--- config.mk ---
export PLATFORM = sky130hd
export DESIGN_NAME = lsu
export DESIGN_NICKNAME = d
export VERILOG_FILES = /design/src/rtl/lsu_pkg.sv /design/src/rtl/lsu_align.sv /design/src/rtl/lsu.sv
export SDC_FILE = /design/constraint.sdc
export NUM_CORES = 1
export LEC_CHECK = 0
export CAP_MARGIN = 0
export CORE_MARGIN = 5
export CORE_UTILIZATION = 55
export DETAILED_ROUTE_END_ITERATION = 12
export DONT_BUFFER_PORTS = 1
export GPL_TIMING_DRIVEN = 1
export PLACE_DENSITY = 0.7
export SYNTH_ARGS = -nofsm -noshare
export SYNTH_HDL_FRONTEND = slang
export SYNTH_SLANG_ARGS = --single-unit
--- constraint.sdc ---
create_clock -name clk -period 3.1 [get_ports clk]
set_input_delay 0.62 -clock clk [delete_from_list [all_inputs] [get_ports clk]]
set_output_delay 0.62 -clock clk [all_outputs]
set_load 0.005 [all_outputs]
--- src/rtl/lsu_pkg.sv ---
// Shared definitions for the load/store unit: RV32I funct3 encodings,
// the controller state type and small request-decoding helpers.
package lsu_pkg;

   localparam logic [2:0] F3_B  = 3'b000;
   localparam logic [2:0] F3_H  = 3'b001;
   localparam logic [2:0] F3_W  = 3'b010;
   localparam logic [2:0] F3_BU = 3'b100;
   localparam logic [2:0] F3_HU = 3'b101;

   typedef enum logic [1:0] {
      IDLE   = 2'd0,
      ACCESS = 2'd1,
      WAIT   = 2'd2,
      RESP   = 2'd3
   } lsu_state_e;

   // Stores only know B/H/W; the unsigned variants exist for loads only.
   function automatic logic f3_legal(input logic we, input logic [2:0] f3);
      if (we)
         return (f3 == F3_B) || (f3 == F3_H) || (f3 == F3_W);
      else
         return (f3 == F3_B) || (f3 == F3_H) || (f3 == F3_W) ||
                (f3 == F3_BU) || (f3 == F3_HU);
   endfunction

   function automatic logic f3_misaligned(input logic [2:0] f3, input logic [1:0] lo);
      return (((f3 == F3_H) || (f3 == F3_HU)) && lo[0]) ||
             ((f3 == F3_W) && (lo != 2'b00));
   endfunction

endpackage

--- src/rtl/lsu_align.sv ---
// Byte-lane alignment for the load/store unit.
//   store_mode  1: replicate store data across lanes and build byte enables
//               0: extract the addressed byte/half of a RAM word and extend
//   funct3      RV32I access size/signedness
//   addr_lo     byte offset within the word
//   data_in     store data (low bits) or RAM read word
//   data_out    lane-shifted store data or extended load result
//   byte_en     per-byte write enable (store mode only, else 0)
module lsu_align
   import lsu_pkg::*;
(
   input  logic        store_mode,
   input  logic [2:0]  funct3,
   input  logic [1:0]  addr_lo,
   input  logic [31:0] data_in,
   output logic [31:0] data_out,
   output logic [3:0]  byte_en
);

   logic [31:0] shifted;
   logic [7:0]  b_sel;
   logic [15:0] h_sel;

   assign shifted = data_in >> {addr_lo, 3'b000};
   assign b_sel   = shifted[7:0];
   assign h_sel   = addr_lo[1] ? data_in[31:16] : data_in[15:0];

   always_comb begin
      data_out = '0;
      byte_en  = '0;
      if (store_mode) begin
         case (funct3)
            F3_B: begin
               byte_en  = 4'b0001 << addr_lo;
               data_out = {4{data_in[7:0]}};
            end
            F3_H: begin
               byte_en  = 4'b0011 << addr_lo;
               data_out = {2{data_in[15:0]}};
            end
            F3_W: begin
               byte_en  = 4'b1111;
               data_out = data_in;
            end
            default: ;
         endcase
      end else begin
         case (funct3)
            F3_B:    data_out = {{24{b_sel[7]}}, b_sel};
            F3_BU:   data_out = {24'd0, b_sel};
            F3_H:    data_out = {{16{h_sel[15]}}, h_sel};
            F3_HU:   data_out = {16'd0, h_sel};
            F3_W:    data_out = data_in;
            default: ;
         endcase
      end
   end

endmodule

--- src/rtl/lsu.sv ---
// Load/store unit in front of a word-addressed data RAM with 1-cycle
// registered read and per-byte write enables. One request at a time.
//   clk, rst                  clock, synchronous active-high reset
//   req_*                     execute-stage request (valid/ready)
//   resp_*                    response (valid/ready), rdata/err held in RESP
//   mem_r_addr / mem_r_val    RAM read port
//   mem_w_enable / mem_w_addr / mem_w_val / mem_byte_en   RAM write port
//
// state  | meaning
// IDLE   | ready for a request
// ACCESS | request latched; drive RAM read or write, or flag error
// WAIT   | RAM read data available; align and extend
// RESP   | response presented until consumer takes it
module lsu
   import lsu_pkg::*;
#(
   parameter int unsigned MEM_WORDS = 500
)(
   input  logic        clk,
   input  logic        rst,
   input  logic        req_valid,
   output logic        req_ready,
   input  logic        req_we,
   input  logic [2:0]  req_funct3,
   input  logic [31:0] req_addr,
   input  logic [31:0] req_wdata,
   output logic        resp_valid,
   input  logic        resp_ready,
   output logic [31:0] resp_rdata,
   output logic        resp_err,
   output logic [29:0] mem_r_addr,
   input  logic [31:0] mem_r_val,
   output logic        mem_w_enable,
   output logic [29:0] mem_w_addr,
   output logic [31:0] mem_w_val,
   output logic [3:0]  mem_byte_en
);

   lsu_state_e  state_q, state_d;
   logic        we_q;
   logic [2:0]  f3_q;
   logic [31:0] addr_q;
   logic [31:0] wdata_q;
   logic [31:0] rdata_q;
   logic        err_q;
   logic [29:0] r_addr_q;

   logic        acc_err;
   logic        store_go;
   logic        load_go;
   logic [31:0] al_data;
   logic [3:0]  al_be;

   assign acc_err = !f3_legal(we_q, f3_q) ||
                    f3_misaligned(f3_q, addr_q[1:0]) ||
                    ({2'b00, addr_q[31:2]} >= MEM_WORDS);

   // rst gating: the RAM writes on byte_en alone, so a reset landing in
   // ACCESS must not let the strobe through.
   assign store_go = (state_q == ACCESS) && we_q && !acc_err && !rst;
   assign load_go  = (state_q == ACCESS) && !we_q && !acc_err;

   lsu_align u_align (
      .store_mode (we_q),
      .funct3     (f3_q),
      .addr_lo    (addr_q[1:0]),
      .data_in    (we_q ? wdata_q : mem_r_val),
      .data_out   (al_data),
      .byte_en    (al_be)
   );

   always_ff @(posedge clk) begin
      if (rst)
         state_q <= IDLE;
      else
         state_q <= state_d;
   end

   always_comb begin
      state_d = state_q;
      case (state_q)
         IDLE:    if (req_valid) state_d = ACCESS;
         ACCESS:  state_d = (acc_err || we_q) ? RESP : WAIT;
         WAIT:    state_d = RESP;
         RESP:    if (resp_ready) state_d = IDLE;
         default: state_d = IDLE;
      endcase
   end

   always_comb begin
      req_ready    = (state_q == IDLE);
      resp_valid   = (state_q == RESP);
      mem_w_enable = store_go;
      mem_w_addr   = '0;
      mem_w_val    = '0;
      mem_byte_en  = '0;
      if (store_go) begin
         mem_w_addr  = addr_q[31:2];
         mem_w_val   = al_data;
         mem_byte_en = al_be;
      end
      mem_r_addr = load_go ? addr_q[31:2] : r_addr_q;
   end

   always_ff @(posedge clk) begin
      if (rst) begin
         we_q     <= 1'b0;
         f3_q     <= '0;
         addr_q   <= '0;
         wdata_q  <= '0;
         rdata_q  <= '0;
         err_q    <= 1'b0;
         r_addr_q <= '0;
      end else begin
         if ((state_q == IDLE) && req_valid) begin
            we_q    <= req_we;
            f3_q    <= req_funct3;
            addr_q  <= req_addr;
            wdata_q <= req_wdata;
         end
         if (load_go)
            r_addr_q <= addr_q[31:2];
         case (state_q)
            ACCESS: begin
               if (acc_err || we_q) begin
                  rdata_q <= '0;
                  err_q   <= acc_err;
               end
            end
            WAIT: begin
               rdata_q <= al_data;
               err_q   <= 1'b0;
            end
            RESP: begin
               if (resp_ready) begin
                  rdata_q <= '0;
                  err_q   <= 1'b0;
               end
            end
            default: ;
         endcase
      end
   end

   assign resp_rdata = rdata_q;
   assign resp_err   = err_q;

endmodule

# --- Yosys cells after proc, flatten, opt, wreduce, memory -nomap -nowiden ---
# Index checks and enable logic that the tools add are counted.
totals:
  register_bits: 133
  latchBits: 0
  mem_bits_rw: 0
  rom_bits: 0
  input_bits: 104
  out_inout_bits: 132
  wordCells: 71
  mem_count: 0
op_classes:
  n_addsub: 0
  n_mul: 0
  n_div: 0
  n_lt_le_gt_ge: 1
  eq_ne: 10
  n_shift: 3
  n_mux: 22
  bitwise: 0
  n_reduce_logical: 27
ops:
  columns: ["operator", "n"]
  rows:
  - ["$pmux 32 s3", 2]
  - ["$mux 32", 5]
  - ["$pmux 32 s5", 1]
  - ["$mux 30", 2]
  - ["$shr 32x5->8", 1]
  - ["$ge 30x9->1 const B", 1]
  - ["$mux 16", 1]
  - ["$pmux 4 s3", 1]
  - ["$logic_or 1x1->1", 9]
  - ["$logic_and 1x1->1", 8]
  - ["$mux 4", 2]
  - ["$pmux 2 s4", 1]
  - ["$eq 3x3->1 const B", 2]
  - ["$eq 2x2->1 const B", 2]
  - ["$logic_not 1->1", 4]
  - ["$mux 1", 4]
  - ["$mux 2", 2]
  - ["$ne 2x1->1 const B", 2]
  - ["$shl 1x2->4 const A", 1]
  - ["$shl 2x2->4 const A", 1]
  - ["$eq 3x1->1 const B", 1]
  - ["$eq 3x2->1 const B", 1]
  - ["$logic_not 3->1", 1]
  - ["$pmux 1 s3", 1]
  - ["other kinds (7)", 7]

# --- Depth between registers and ports, before layout ---
logic_depth:
  depth_word: 13
  ltp_mapped: 9
  depth_no_buf: 6

# --- Modules after synthesis ---
# A second synthesis with hierarchy kept.
unflattened:
  cells_unflattened: 832
  hier_area_um2: 7005.5
by_module_without_submodules:
  columns: ["mod", "instances", "cells_each", "area_each_um2", "seq_area_each_um2"]
  rows:
  - ["lsu", 1, 690, 5939.4, 2662.6]
  - ["lsu_align", 1, 142, 1066.0, 0.0]

# --- Least setup slack after synthesis ---
# OpenSTA, ideal clock, no wires.
synth_timing:
  kind: "register -> output"
  start: "register we_q"
  end: "output port mem_w_val[26]"
  t_arrival_ns: 1.884
  required_time_ns: 2.480
  path_slack_ns: 0.596
  path_stages_with_launch: 9
  n_path_buf: 3
  cell_sequence: "dfxtp_1 -> clkbuf_1 -> buf_2 -> buf_2 -> mux2i_1 -> o22ai_1 -> or2_2 -> a211oi_1 -> nor2_1"
synth_via:
  elab_chain_cells: 8
  elab_cells_between_ends: 15
  classes_between: "shift: 1; mux: 7; reduce/logical: 7"
synth_rtl:
  columns: ["item", "line", "rtl"]
  rows:
  - ["start: declaration", "lsu.sv:40", "logic we_q;"]
  - ["start signal: assignment", "lsu.sv:116", "we_q <= req_we;"]
  - ["branches (longest 7 deep; another with $mux 32)", null, null]
  - ["$mux 32 (*)", "lsu.sv:97", "if (store_go) begin"]
  - ["end: declaration", "lsu.sv:35", "output logic [31:0] mem_w_val,"]
# Mark *: on every way between the ends.

# --- Worst setup path in the final report ---
layout_timing:
  start: "register addr_q[0]"
  end: "output port mem_w_val[28]"
layout_via:
  elab_chain_cells: 9
  elab_cells_between_ends: 13
  classes_between: "shift: 1; mux: 3; reduce/logical: 9"
layout_rtl:
  columns: ["item", "line", "rtl"]
  rows:
  - ["start: declaration", "lsu.sv:42", "logic [31:0] addr_q;"]
  - ["start signal: assignment", "lsu.sv:118", "addr_q <= req_addr;"]
  - ["branches (longest 8 deep; another with $shr 32x5->8)", null, null]
  - ["$mux 32 (*)", "lsu.sv:97", null]
# Marked as above.

==> out/qor.csv <==
stage,metric,value,unit
setup_path,crit_path_end_kind,primary output,
floorplanning,die_area,14500,um2
setup_path,critPathLaunchType,register,
run,drv_cap,0,
sta,finalSetupViolCount,0,
synthesis,synthXorXnorAreaFrac,0.130,%
floorplanning,fp.dieH,121,um
sta,layout_setup_ws,27.2,ps
synthesis,ys_async_sr_fraction,0,%
sta,rsz0062_at_grt,true,
cts,cts_tree,built,
setup_path,reg2reg_to,resp_rdata[28],
global_routing,grt_overflow,0,
cts,cts-root-buf,clkbuf_16,
sta,fin_crit,3070,ps
setup_path,r2r_slack,660,ps
floorplanning,initial_core_util,56.0,%
synthesis,yosysSeqAreaShare,39.6,%
synthesis,ys_types,57,
setup_path,worstPathRequired,2480,ps
synthesis,synth_top_family_by_area,simple AND/OR/NAND/NOR gates,
placed_design,dpl_worst_slack,121,ps
setup_path,arrival,2450,ps
synthesis,avgSynthCellArea,8.26,um2
cts,clk_latency,420,ps
synthesis,synthTopCellsByArea,"dfxtp_1 (40%), nand2_1 (8.4%), a21oi_1 (6.1%)",
sta,worst_pin_slew,788,ps
cts,numCtsBuffers,17,
sta,slew_viol_final,0,
synthesis,yosys.area_share.simple,23.0,%
setup_path,endpoint,mem_w_val[28],
setup_path,reg2reg_depth,7,
floorplanning,die_w,121,um
setup_path,crit_start,addr_q[0],
drt,vias,6213,
power,p_leak,3.14,nW
floorplanning,core,12000,um2
global_routing,grt_pass1_wl,31.9,mm
final_layout,syn_to_final_growth,20.2,%
synthesis,synthesis.area,6720,um2
setup_path,r2r-start,addr_q[0],
cts,cts_sinks,133,
placed_design,globalplace.congestion,0.954,
synthesis,synth_edf_count,0,
synthesis,yosysTopAreaCellShare,39.6,%
cts,cts_hold_buf,0,
global_routing,antenna_found_initial,1,
sta,period_share,99.1,%
cts,clk_pin_slew,60,ps
synthesis,ys_ff_latch,133,
placed_design,portBuffers,0,
sta,fmax,0.325,GHz
power,p_per_area,802,nW/um2
placed_design,post-dp-hpwl,15.6,mm
sta,relSlewSlack,47.3,%
global_routing,grtUsageTotal,28.1,%
sta,setup_tns,0,ps
drt,drt_wl_total,21.5,mm
synthesis,synth_top_area_cell,dfxtp_1,
global_routing,grt_max_degree,73,
sta,hold_viol_final,0,
drt,drtPass1Iterations,7,
worst_hold_path,hold_path.class,in2reg,
drt,vias_per_cell,6.24,
cts,clock_path_buffers,2,
synthesis,synth-main-ff-cell,dfxtp_1,
floorplanning,num_rows,40,
floorplanning,ioPinCount,236,
drt,drt_iter0_drc,558,
setup_path,critPathKind,reg2out,
synthesis,synthCells,814,
synthesis,synthMuxAreaShare,7.95,%
synthesis,yosys_warnings,0,
run_status,outcome,"complete, no violations",
power,ir_drop,0.484,mV
setup_path,cp_max_fo,8,
synthesis,yosys.area_share.adder,0.744,%
final_layout,final_nets,943,
drt,drc_errors,0,
synthesis,synth_compound_area_share,21.0,%
drt,post_drt_wl_per_cell,21.6,um
cts,htree_levels,4,
sta,skew,7.55,ps
final_layout,layout-drive-gt1-share,22.8,%
global_routing,grt_pass1_vias,5954,
drt,antenna_left,0,
==> flip-flops by register name, summed over array words and instances (netlist names) <==
| register | count |
|---|---|
| state_q | 2 |
| r_addr_q | 30 |
| we_q | 1 |
| resp_err | 1 |
| wdata_q | 32 |
| resp_rdata | 32 |
| addr_q | 32 |
| f3_q | 3 |
==> cells in the final DEF, fill, tap and decap left out, drive strengths merged, types with 4 or more instances in the layout <==
master	Yosys	routed
nor2b	5	5
inv	8	11
nand2	150	150
nor3	17	17
o21a	5	5
a32o	4	4
mux2i	17	17
nor4	6	6
and3	25	25
o21ai	15	15
ha	4	4
mux2	26	26
a211oi	10	10
a22oi	12	12
a21oi	83	83
a222oi	4	4
nand2b	5	5
and2	48	48
o2bb2ai	30	30
clkbuf	40	21
o22a	4	4
nor2	51	51
a221o	9	9
dfxtp	133	133
nand4	4	4
buf	50	70
conb	1	21
nor3b	7	7
a22o	8	8
clkinv	0	5
o22ai	7	7
==> stage by stage <==
stage          cell area [um2]  power (mW)  hold slack (ps)  std cells  util (%)
2_1_floorplan             6800        3.58              433        834         -
6_report                  8080        6.48              270        996      67.3
3_5_place_dp              7010        4.13              444        954      58.4
4_1_cts                   7730        6.32              252        990      64.3
3_3_place_gp              7010        4.08              437        954      58.4
5_1_grt                   8080        6.81              247        996      67.3
==> cell families after synthesis <==
kind of cell | Yosys count
simple gates | 327
compound gates | 204
fa+ha+maj | 4
buf+inv | 98
flops | 133
xor+xnor | 1
mux | 46
other cells | 1
==> cell usage after synthesis (all sizes together) (3+ instances only) <==
cell type and instances:
a222oi 4, mux2i 17, nand4 4, nor3 17, nand2 150, mux2 26
a22oi 12, dfxtp 133, nor2b 5, a2111oi 3, nor3b 7, a32o 4
and3 25, o2bb2ai 30, ha 4, a221o 9, a211oi 10, or2 3
mux4 3, nor4 6, buf 50, o22ai 7, nand2b 5, o21ai 15
nor2 51, inv 8, and2 48, a22o 8, o21a 5, nand3 3
o22a 4, a21oi 83, clkbuf 40
==> per-layer routing <==
metal	routed length (um)	GRT usage, %	up-vias
li1	-	-	2868
met1	8320	33.1	2963
met2	10100	45.2	328
met3	2190	10.2	54
met4	880	14.3	0
met5	0	0	-
==> worst max-delay path, stage by stage, from the launching register on <==
cell,delay [ps]
dfxtp_1,350
or2_1,290
a22o_1,260
a2111oi_4,360
nand4_1,160
buf_6,180
clkbuf_16,180
nor2_1,120
buf_4,120
==> timing repair <==
action	in CTS	in global routing
setup buffers	4	2
pin swaps	3	17
resized for setup	21	69
gates cloned	0	3
setup endpoints to repair	43	55
==> worst min path at each step <==
stage / cells past startpoint / startpoint / slack [ps] / end
floorplan: 2 / wdata_q[16] / 430 / wdata_q[16]
global placement: 2 / addr_q[24] / 440 / addr_q[24]
detailed placement: 2 / addr_q[31] / 440 / addr_q[31]
CTS: 1 / rst / 250 / wdata_q[1]
global route: 1 / rst / 250 / wdata_q[21]
finish: 1 / rst / 270 / wdata_q[21]
==> where the power goes <==
part / total (mW) / switching, mW / internal, mW
Combinational: 2.22 / 1.38 / 0.840
Sequential: 2.17 / 0.230 / 1.94
Clock: 2.09 / 0.795 / 1.30
==> layout make-up <==
type	count	area [um2]
antenna	1	2.50
clock buffer	19	443
clock inverter	13	171
fill	993	3930
inverter	8	33.8
multi-input combinational	603	3890
sequential	133	2670
tap	147	184
timing repair buffer	72	681
(Power assumes the default switching activity.)
